**src/rtl/io_cmd_sequencer_if.sv**
```systemverilog
// Host / IO-unit / response signal bundle for io_cmd_sequencer.
// The slave modport is the sequencer's view. The master modport is everything around it:
// the host, the IO unit and the response consumer.
interface io_cmd_sequencer_if #(
    parameter int unsigned INSTRUCTION_SIZE = 3,
    parameter int unsigned SIZE_WORD        = 5,
    parameter int unsigned AUXILIAR_SIZE    = 44,
    parameter int unsigned IO_OUTPUT_SIZE   = 8
);
    // Host command push
    logic                        cmd_valid;
    logic                        cmd_ready;
    logic [INSTRUCTION_SIZE-1:0] cmd_instr;
    logic [SIZE_WORD-1:0]        cmd_reg;
    logic [AUXILIAR_SIZE-1:0]    cmd_aux;

    // IO execution unit
    logic [INSTRUCTION_SIZE-1:0] io_instr;
    logic [SIZE_WORD-1:0]        io_reg;
    logic [AUXILIAR_SIZE-1:0]    io_aux;
    logic                        io_valid;
    logic                        io_busy;
    logic                        io_valid_io;
    logic [IO_OUTPUT_SIZE-1:0]   io_result;

    // Read response
    logic                        rsp_valid;
    logic                        rsp_ready;
    logic [IO_OUTPUT_SIZE-1:0]   rsp_data;
    logic [SIZE_WORD-1:0]        rsp_reg;

    modport slave (
        input  cmd_valid, cmd_instr, cmd_reg, cmd_aux,
        input  io_busy, io_valid_io, io_result,
        input  rsp_ready,
        output cmd_ready,
        output io_instr, io_reg, io_aux, io_valid,
        output rsp_valid, rsp_data, rsp_reg
    );

    modport master (
        output cmd_valid, cmd_instr, cmd_reg, cmd_aux,
        output io_busy, io_valid_io, io_result,
        output rsp_ready,
        input  cmd_ready,
        input  io_instr, io_reg, io_aux, io_valid,
        input  rsp_valid, rsp_data, rsp_reg
    );
endinterface

```
**src/rtl/io_cmd_sequencer.sv**
```systemverilog
// IO command sequencer.
// Host commands are queued in a FIFO and issued one at a time to the IO unit.
// The command fields are held stable while the unit is busy.
// Read results are returned through a one-entry valid/ready response buffer.
module io_cmd_sequencer #(
    parameter int unsigned FIFO_DEPTH       = 4,
    parameter int unsigned INSTRUCTION_SIZE = 3,
    parameter int unsigned SIZE_WORD        = 5,
    parameter int unsigned AUXILIAR_SIZE    = 44,
    parameter int unsigned IO_OUTPUT_SIZE   = 8,
    localparam int unsigned LvlW            = $clog2(FIFO_DEPTH) + 1
) (
    input  logic                clk,
    input  logic                rst,
    io_cmd_sequencer_if.slave   bus,
    input  logic                abort_i,
    output logic [LvlW-1:0]     fifo_level_o,
    output logic                seq_idle_o,
    output logic                err_o
);
    localparam int unsigned PtrW   = $clog2(FIFO_DEPTH);
    localparam int unsigned EntryW = INSTRUCTION_SIZE + SIZE_WORD + AUXILIAR_SIZE;

    typedef enum logic [1:0] {StIdle, StIssue, StWaitAck, StWaitDone} state_e;

    state_e state_q, state_d;

    logic [EntryW-1:0]           mem_q [FIFO_DEPTH];
    logic [PtrW-1:0]             wr_ptr_q, rd_ptr_q;
    logic [LvlW-1:0]             level_q, level_d;

    logic [INSTRUCTION_SIZE-1:0] io_instr_q;
    logic [SIZE_WORD-1:0]        io_reg_q;
    logic [AUXILIAR_SIZE-1:0]    io_aux_q;

    logic                        rsp_valid_q;
    logic [IO_OUTPUT_SIZE-1:0]   rsp_data_q;
    logic [SIZE_WORD-1:0]        rsp_reg_q;
    logic                        err_q;

    logic                        cmd_ready;
    logic                        fifo_empty;
    logic                        push, pop;
    logic [EntryW-1:0]           head;
    logic                        head_is_read;
    logic                        issue_ok;
    logic                        io_valid;
    logic                        load_rsp;
    logic                        set_err;
    logic [IO_OUTPUT_SIZE-1:0]   rsp_data_new;

    function automatic logic is_read(input logic [INSTRUCTION_SIZE-1:0] op);
        return (op == INSTRUCTION_SIZE'(4)) || (op == INSTRUCTION_SIZE'(5)) ||
               (op == INSTRUCTION_SIZE'(6));
    endfunction

    assign fifo_empty   = (level_q == '0);
    assign cmd_ready    = (level_q != LvlW'(FIFO_DEPTH));
    // A push in the abort cycle is discarded along with the rest of the queue.
    assign push         = bus.cmd_valid && cmd_ready && !abort_i;
    assign head         = mem_q[rd_ptr_q];
    assign head_is_read = is_read(head[EntryW-1 -: INSTRUCTION_SIZE]);
    // The response buffer is never overwritten, so a read may only issue once it is empty.
    assign issue_ok     = !fifo_empty && (!head_is_read || !rsp_valid_q);

    // Opcode 110 returns the full word; 100/101 return a single pin bit.
    assign rsp_data_new = (io_instr_q == INSTRUCTION_SIZE'(6)) ? bus.io_result
                                                               : IO_OUTPUT_SIZE'(bus.io_result[0]);

    // FIFO occupancy next-state
    always_comb begin
        level_d = level_q;
        if (abort_i) begin
            level_d = '0;
        end else if (push && !pop) begin
            level_d = level_q + LvlW'(1);
        end else if (!push && pop) begin
            level_d = level_q - LvlW'(1);
        end
    end

    // FIFO pointers and occupancy
    always_ff @(posedge clk or posedge rst) begin
        if (rst) begin
            wr_ptr_q <= '0;
            rd_ptr_q <= '0;
            level_q  <= '0;
        end else begin
            level_q <= level_d;
            if (abort_i) begin
                wr_ptr_q <= '0;
                rd_ptr_q <= '0;
            end else begin
                if (push) wr_ptr_q <= wr_ptr_q + PtrW'(1);
                if (pop)  rd_ptr_q <= rd_ptr_q + PtrW'(1);
            end
        end
    end

    // FIFO storage
    always_ff @(posedge clk) begin
        if (push) mem_q[wr_ptr_q] <= {bus.cmd_instr, bus.cmd_reg, bus.cmd_aux};
    end

    // FSM state register
    always_ff @(posedge clk or posedge rst) begin
        if (rst) state_q <= StIdle;
        else     state_q <= state_d;
    end

    // FSM next-state
    always_comb begin
        state_d = state_q;
        unique case (state_q)
            StIdle:     if (issue_ok) state_d = StIssue;
            StIssue:    state_d = StWaitAck;
            StWaitAck:  state_d = bus.io_busy ? StWaitDone : StIdle;
            StWaitDone: if (!bus.io_busy) state_d = StIdle;
            default:    state_d = StIdle;
        endcase
    end

    // FSM outputs
    always_comb begin
        io_valid = 1'b0;
        pop      = 1'b0;
        load_rsp = 1'b0;
        set_err  = 1'b0;
        unique case (state_q)
            StIdle:     pop = issue_ok;
            StIssue:    io_valid = 1'b1;
            // The unit never acknowledged: drop the command and flag it.
            StWaitAck:  set_err = !bus.io_busy;
            StWaitDone: begin
                if (!bus.io_busy && is_read(io_instr_q)) begin
                    load_rsp = 1'b1;
                    set_err  = !bus.io_valid_io;
                end
            end
            default: ;
        endcase
    end

    // Issued command fields, response buffer and sticky error
    always_ff @(posedge clk or posedge rst) begin
        if (rst) begin
            io_instr_q  <= '0;
            io_reg_q    <= '0;
            io_aux_q    <= '0;
            rsp_valid_q <= 1'b0;
            rsp_data_q  <= '0;
            rsp_reg_q   <= '0;
            err_q       <= 1'b0;
        end else begin
            if (pop) begin
                {io_instr_q, io_reg_q, io_aux_q} <= head;
            end
            if (load_rsp) begin
                rsp_valid_q <= 1'b1;
                rsp_data_q  <= rsp_data_new;
                rsp_reg_q   <= io_reg_q;
            end else if (rsp_valid_q && bus.rsp_ready) begin
                rsp_valid_q <= 1'b0;
            end
            err_q <= (err_q && !abort_i) || set_err;
        end
    end

    assign bus.cmd_ready = cmd_ready;
    assign bus.io_instr  = io_instr_q;
    assign bus.io_reg    = io_reg_q;
    assign bus.io_aux    = io_aux_q;
    assign bus.io_valid  = io_valid;
    assign bus.rsp_valid = rsp_valid_q;
    assign bus.rsp_data  = rsp_data_q;
    assign bus.rsp_reg   = rsp_reg_q;

    assign fifo_level_o  = level_q;
    assign seq_idle_o    = fifo_empty && (state_q == StIdle);
    assign err_o         = err_q;
endmodule

```
**src/flat_wrapper.sv**
```systemverilog
// flat-port wrapper written by rule: the top's interface ports become plain ports
module io_cmd_sequencer_flat 
#(
    parameter int unsigned FIFO_DEPTH       = 4,
    parameter int unsigned INSTRUCTION_SIZE = 3,
    parameter int unsigned SIZE_WORD        = 5,
    parameter int unsigned AUXILIAR_SIZE    = 44,
    parameter int unsigned IO_OUTPUT_SIZE   = 8,
    localparam int unsigned LvlW            = $clog2(FIFO_DEPTH) + 1
)
  (clk, rst, abort_i, fifo_level_o, seq_idle_o, err_o, bus_cmd_valid, bus_cmd_instr, bus_cmd_reg, bus_cmd_aux, bus_io_busy, bus_io_valid_io, bus_io_result, bus_rsp_ready, bus_cmd_ready, bus_io_instr, bus_io_reg, bus_io_aux, bus_io_valid, bus_rsp_valid, bus_rsp_data, bus_rsp_reg);
  io_cmd_sequencer_if #(.INSTRUCTION_SIZE(INSTRUCTION_SIZE), .SIZE_WORD(SIZE_WORD), .AUXILIAR_SIZE(AUXILIAR_SIZE), .IO_OUTPUT_SIZE(IO_OUTPUT_SIZE)) bus_i ();
  input  logic clk;
  input  logic rst;
  input  logic abort_i;
  output logic [LvlW-1:0] fifo_level_o;
  output logic seq_idle_o;
  output logic err_o;
  input wire logic [$bits(bus_i.cmd_valid)-1:0] bus_cmd_valid;
  input wire logic [$bits(bus_i.cmd_instr)-1:0] bus_cmd_instr;
  input wire logic [$bits(bus_i.cmd_reg)-1:0] bus_cmd_reg;
  input wire logic [$bits(bus_i.cmd_aux)-1:0] bus_cmd_aux;
  input wire logic [$bits(bus_i.io_busy)-1:0] bus_io_busy;
  input wire logic [$bits(bus_i.io_valid_io)-1:0] bus_io_valid_io;
  input wire logic [$bits(bus_i.io_result)-1:0] bus_io_result;
  input wire logic [$bits(bus_i.rsp_ready)-1:0] bus_rsp_ready;
  output wire logic [$bits(bus_i.cmd_ready)-1:0] bus_cmd_ready;
  output wire logic [$bits(bus_i.io_instr)-1:0] bus_io_instr;
  output wire logic [$bits(bus_i.io_reg)-1:0] bus_io_reg;
  output wire logic [$bits(bus_i.io_aux)-1:0] bus_io_aux;
  output wire logic [$bits(bus_i.io_valid)-1:0] bus_io_valid;
  output wire logic [$bits(bus_i.rsp_valid)-1:0] bus_rsp_valid;
  output wire logic [$bits(bus_i.rsp_data)-1:0] bus_rsp_data;
  output wire logic [$bits(bus_i.rsp_reg)-1:0] bus_rsp_reg;
  assign bus_i.cmd_valid = bus_cmd_valid;
  assign bus_i.cmd_instr = bus_cmd_instr;
  assign bus_i.cmd_reg = bus_cmd_reg;
  assign bus_i.cmd_aux = bus_cmd_aux;
  assign bus_i.io_busy = bus_io_busy;
  assign bus_i.io_valid_io = bus_io_valid_io;
  assign bus_i.io_result = bus_io_result;
  assign bus_i.rsp_ready = bus_rsp_ready;
  assign bus_cmd_ready = bus_i.cmd_ready;
  assign bus_io_instr = bus_i.io_instr;
  assign bus_io_reg = bus_i.io_reg;
  assign bus_io_aux = bus_i.io_aux;
  assign bus_io_valid = bus_i.io_valid;
  assign bus_rsp_valid = bus_i.rsp_valid;
  assign bus_rsp_data = bus_i.rsp_data;
  assign bus_rsp_reg = bus_i.rsp_reg;
  io_cmd_sequencer #(.FIFO_DEPTH(FIFO_DEPTH), .INSTRUCTION_SIZE(INSTRUCTION_SIZE), .SIZE_WORD(SIZE_WORD), .AUXILIAR_SIZE(AUXILIAR_SIZE), .IO_OUTPUT_SIZE(IO_OUTPUT_SIZE)) u_core (.clk(clk), .rst(rst), .bus(bus_i), .abort_i(abort_i), .fifo_level_o(fifo_level_o), .seq_idle_o(seq_idle_o), .err_o(err_o));
endmodule
```
**config.mk**
```make
export PLATFORM = sky130hd
export DESIGN_NAME = io_cmd_sequencer_flat
export DESIGN_NICKNAME = d
export VERILOG_FILES = /design/src/rtl/io_cmd_sequencer_if.sv /design/src/rtl/io_cmd_sequencer.sv /design/src/flat_wrapper.sv
export SDC_FILE = /design/constraint.sdc
export NUM_CORES = 1
export LEC_CHECK = 0
export BUFFER_PORTS_ARGS = -buffer_cell sky130_fd_sc_hd__buf_2
export CORE_ASPECT_RATIO = 0.7
export CORE_MARGIN = 4
export CORE_UTILIZATION = 55
export CTS_CLUSTER_DIAMETER = 150
export CTS_CLUSTER_SIZE = 10
export DETAILED_ROUTE_END_ITERATION = 6
export GPL_TIMING_DRIVEN = 0
export PLACE_DENSITY_LB_ADDON = 0.05
export SYNTH_ARGS = -nofsm -noshare
export SYNTH_HDL_FRONTEND = slang
export SYNTH_SLANG_ARGS = --single-unit
```
**constraint.sdc**
```tcl
create_clock -name clk -period 3.4 [get_ports clk]
set_input_delay 1.02 -clock clk [delete_from_list [all_inputs] [get_ports clk]]
set_output_delay 1.02 -clock clk [all_outputs]
set_load 0.005 [all_outputs]
```
==> metrics.md <==
| Metric | Value |
|---|---|
| CTS Sinks | 284 |
| Core ar. | 0.0190 mm² |
| Maximum vdd ir drop | 533 µV |
| Critical path class | reg2reg |
| Slew @ Worst Pin | 0.977 ns |
| Hold_buf cts | 0 |
| Max Freq | 320 MHz |
| Skew final | 0.00996 ns |
| # IOs | 140 |
| Top reg by flops | u_core.mem_q |
| Post-DRT Antenna Nets | 0 |
| Antenna violations before repair | 3 |
| Final Instance Area | 0.0127 mm² |
| Lkg Pwr | 4.79 nW |
| # setup viols final | 0 |
| Total number of vias | 5188 |
| Post-CTS repair timing setup buffer count | 0 |
| Final HPWL DP | 12000 µm |
| Synth Register Bits | 284 |
| Mapped Nets | 572 |
| Tcrit/Tclk final | 91.8% |
| Post-Place Cells | 904 |
| Worst Hold End | u_core.bus.rsp_data[6]$_DFFE_PP0P_ |
| MaxCap Viol Count | 0 |
| Gpl congestion | 0.776 |
| Ant. Diodes | 0 |
| Critical Path RT | 3.76 ns |
| Avg WL per Cell | 20.8 µm |
| Area grow syn2layout | 19.4% |
| CTS HTree Levels | 2 |
| Area after DPL | 0.0117 mm² |
| CTS tree | done |
| Pre-CTS WS | 0.268 ns |
| Yosys synthesis warning count | 0 |
| Final worst slack | 0.278 ns |
| Layout cell share with drive strength beyond 1 | 43.6% |
| Synthesized instance count | 500 |
| Largest net degree at the start of global routing | 53 |
| Resize count post-CTS | 0 |
| Rel. slew slack | 34.9% |
| Initial Util | 56.3% |
| RSZ-0062 raised after global routing | no |
| Clk Tree Root Cell | clkbuf_16 |
| Clock transition at the registers of the reported paths | 0.05 ns |
| Sum of negative setup slack | 0 ns |
| Total wire length | 20000 µm |
| Number of synthesized flops with an enable pin | 208 |
| Die H | 125 µm |
| Pins Over Slew Limit | 0 |
| DRC viols | 0 |
| R2r worst-path depth | 10 |
| Synth unique cells | 29 |
| Worst hold path class | reg2reg |
| Syn avg cell area | 21.4 µm² |
| Vias in the first global route | 5491 |
| Final hold viol count | 0 |
| Register area share after synthesis | 76.3% |
| Die Wd | 175 µm |
| R2r startpoint | u_core.rd_ptr_q[1]$_DFFE_PP0P_ |
| Fin crit period | 3.12 ns |
| Clock Tree Buf Depth | 3 |
| Status | complete, no violations |
| Hold_sp | u_core.bus.rsp_data[6]$_DFFE_PP0P_ |
| Total congestion overflow | 0 |
| Critical R2R Capture | u_core.fifo_level_o[2]$_DFFE_PP0P_ |
| Top FF cell, synth | edfxtp_1 |
| Drt pass-1 iters | 5 |
| Iter 0 DRT Violations | 259 |
| Area of the die | 0.0217 mm² |
| CP Launch Type | register |
| GRT Util Overall | 18.6% |
| Port-buffer cells | 139 |
| Clock Latency Late Sink | 0.48 ns |
| CTS buffer count | 34 |
| Site row count | 42 |
| Netlist Area Pre-Place | 0.0107 mm² |
| CP endpoint kind | register |
| R2r setup slk | 0.28 ns |
| Final non-filler cell total | 962 |
| Max reg flops | 208 |
| First-pass GRT wire length | 31000 µm |
| PD cells | 836 mW/mm² |
| Nets@finish | 748 |
| Vias/cell | 5.39 |
| Worst Path Arrival | 3.48 ns |
| Async set-reset flop share out of synthesis | 26.8% |
| Critical Path Fanout Max | 10 |
| Hold Crit Depth | 2 |
## placed cells by master, fill, tap and decap left out, drive strengths merged, types with 2 or more instances in the layout
master,count
edfxtp,208
ha,4
and2,6
nor2,13
inv,9
dfrtp,76
a21oi,2
nor2b,3
xnor2,3
clkbuf,71
o21ai,9
mux4,52
nand2,22
buf,147
mux2,61
## synth_stat cells, types with 2 or more instances
master	instances	share of area [%]
ha_1	4	0.47
dfrtp_1	76	18
clkbuf_1	14	0.49
inv_1	9	0.32
nor2b_1	3	0.18
and2_1	6	0.35
mux2_4	26	3.7
mux2_2	34	3.6
edfxtp_1	208	58
xnor2_1	3	0.25
buf_2	2	0.094
nand2_1	22	0.77
buf_6	5	0.53
a21oi_1	2	0.094
o21ai_0	9	0.42
mux4_2	52	11
nor2_1	13	0.46
## power breakdown
group          leakage (nW)  switching [W]  total (W)  internal (W)
clock                 0.484        0.00126    0.00326       0.00199
combinational          1.49        0.00121    0.00276       0.00155
sequential             2.81       0.000295    0.00464       0.00434
## cell type report
class,instances,area [µm²]
clock inverter,1,8.76
fill,1268,6220
multi-input combinational,186,2390
sequential,284,8150
clock buffer,57,1000
timing repair buffer,140,716
buffer,21,119
tap,264,330
inverter,9,36.3
## cells by family (layout without fill, tap and decap cells)
family                     Yosys count  in the layout  synth area share (%)
xor gates and xnor gates             3              3                 0.246
muxes                              114            114                  18.4
adders and majority gates            5              5                 0.656
and+or+nand+nor                     50             50                  2.12
AOI/OAI and AO/OA                   14             14                 0.844
buffers and inverters               30            228                  1.43
DFF                                284            284                  76.3
## worst max-delay path by stage
stage | startpoint | end | slack (ns) | cells past startpoint
2_1_floorplan | bus_cmd_valid | u_core.mem_q[0][0]$_DFFE_PP_ | 0.39 | 3
3_3_place_gp | rst | u_core.bus.io_aux[37]$_DFFE_PP0P_ | -0.92 | 2
3_5_place_dp | u_core.rd_ptr_q[1]$_DFFE_PP0P_ | u_core.fifo_level_o[2]$_DFFE_PP0P_ | 0.27 | 10
4_1_cts | u_core.rd_ptr_q[1]$_DFFE_PP0P_ | u_core.fifo_level_o[2]$_DFFE_PP0P_ | 0.26 | 10
5_1_grt | u_core.rd_ptr_q[1]$_DFFE_PP0P_ | u_core.fifo_level_o[2]$_DFFE_PP0P_ | 0.13 | 10
6_report | u_core.rd_ptr_q[1]$_DFFE_PP0P_ | u_core.fifo_level_o[2]$_DFFE_PP0P_ | 0.28 | 10
## stage by stage
step	util [%]	hold slack [ns]	power (W)
after floorplan	-	0.473	0.00653
after global placement	61.7	0.460	0.00743
after detailed placement	61.9	0.476	0.00752
after CTS	67.2	0.488	0.0108
after global routing	67.2	0.508	0.0112
final	67.2	0.483	0.0107
## critical path, cell delays in order (launching register included)
cell and delay (ns):
dfrtp_1 0.32, clkbuf_1 0.47, mux4_2 0.43, a31o_4 0.29
buf_6 0.16, buf_6 0.17, and2_1 0.16, fa_1 0.37
and2_1 0.14, mux2i_1 0.15, mux2_1 0.34
## per-layer routing
layer | routed length (µm) | part of all wire (%) | vias up | track usage [%]
li1 | - | - | 2323 | -
met1 | 8550 | 43 | 2652 | 25.5
met2 | 9600 | 48 | 169 | 29.6
met3 | 1420 | 7.1 | 38 | 5.58
met4 | 364 | 1.8 | 6 | 4.94
met5 | 41 | 0.21 | - | 0
(Power assumes the default switching activity.)
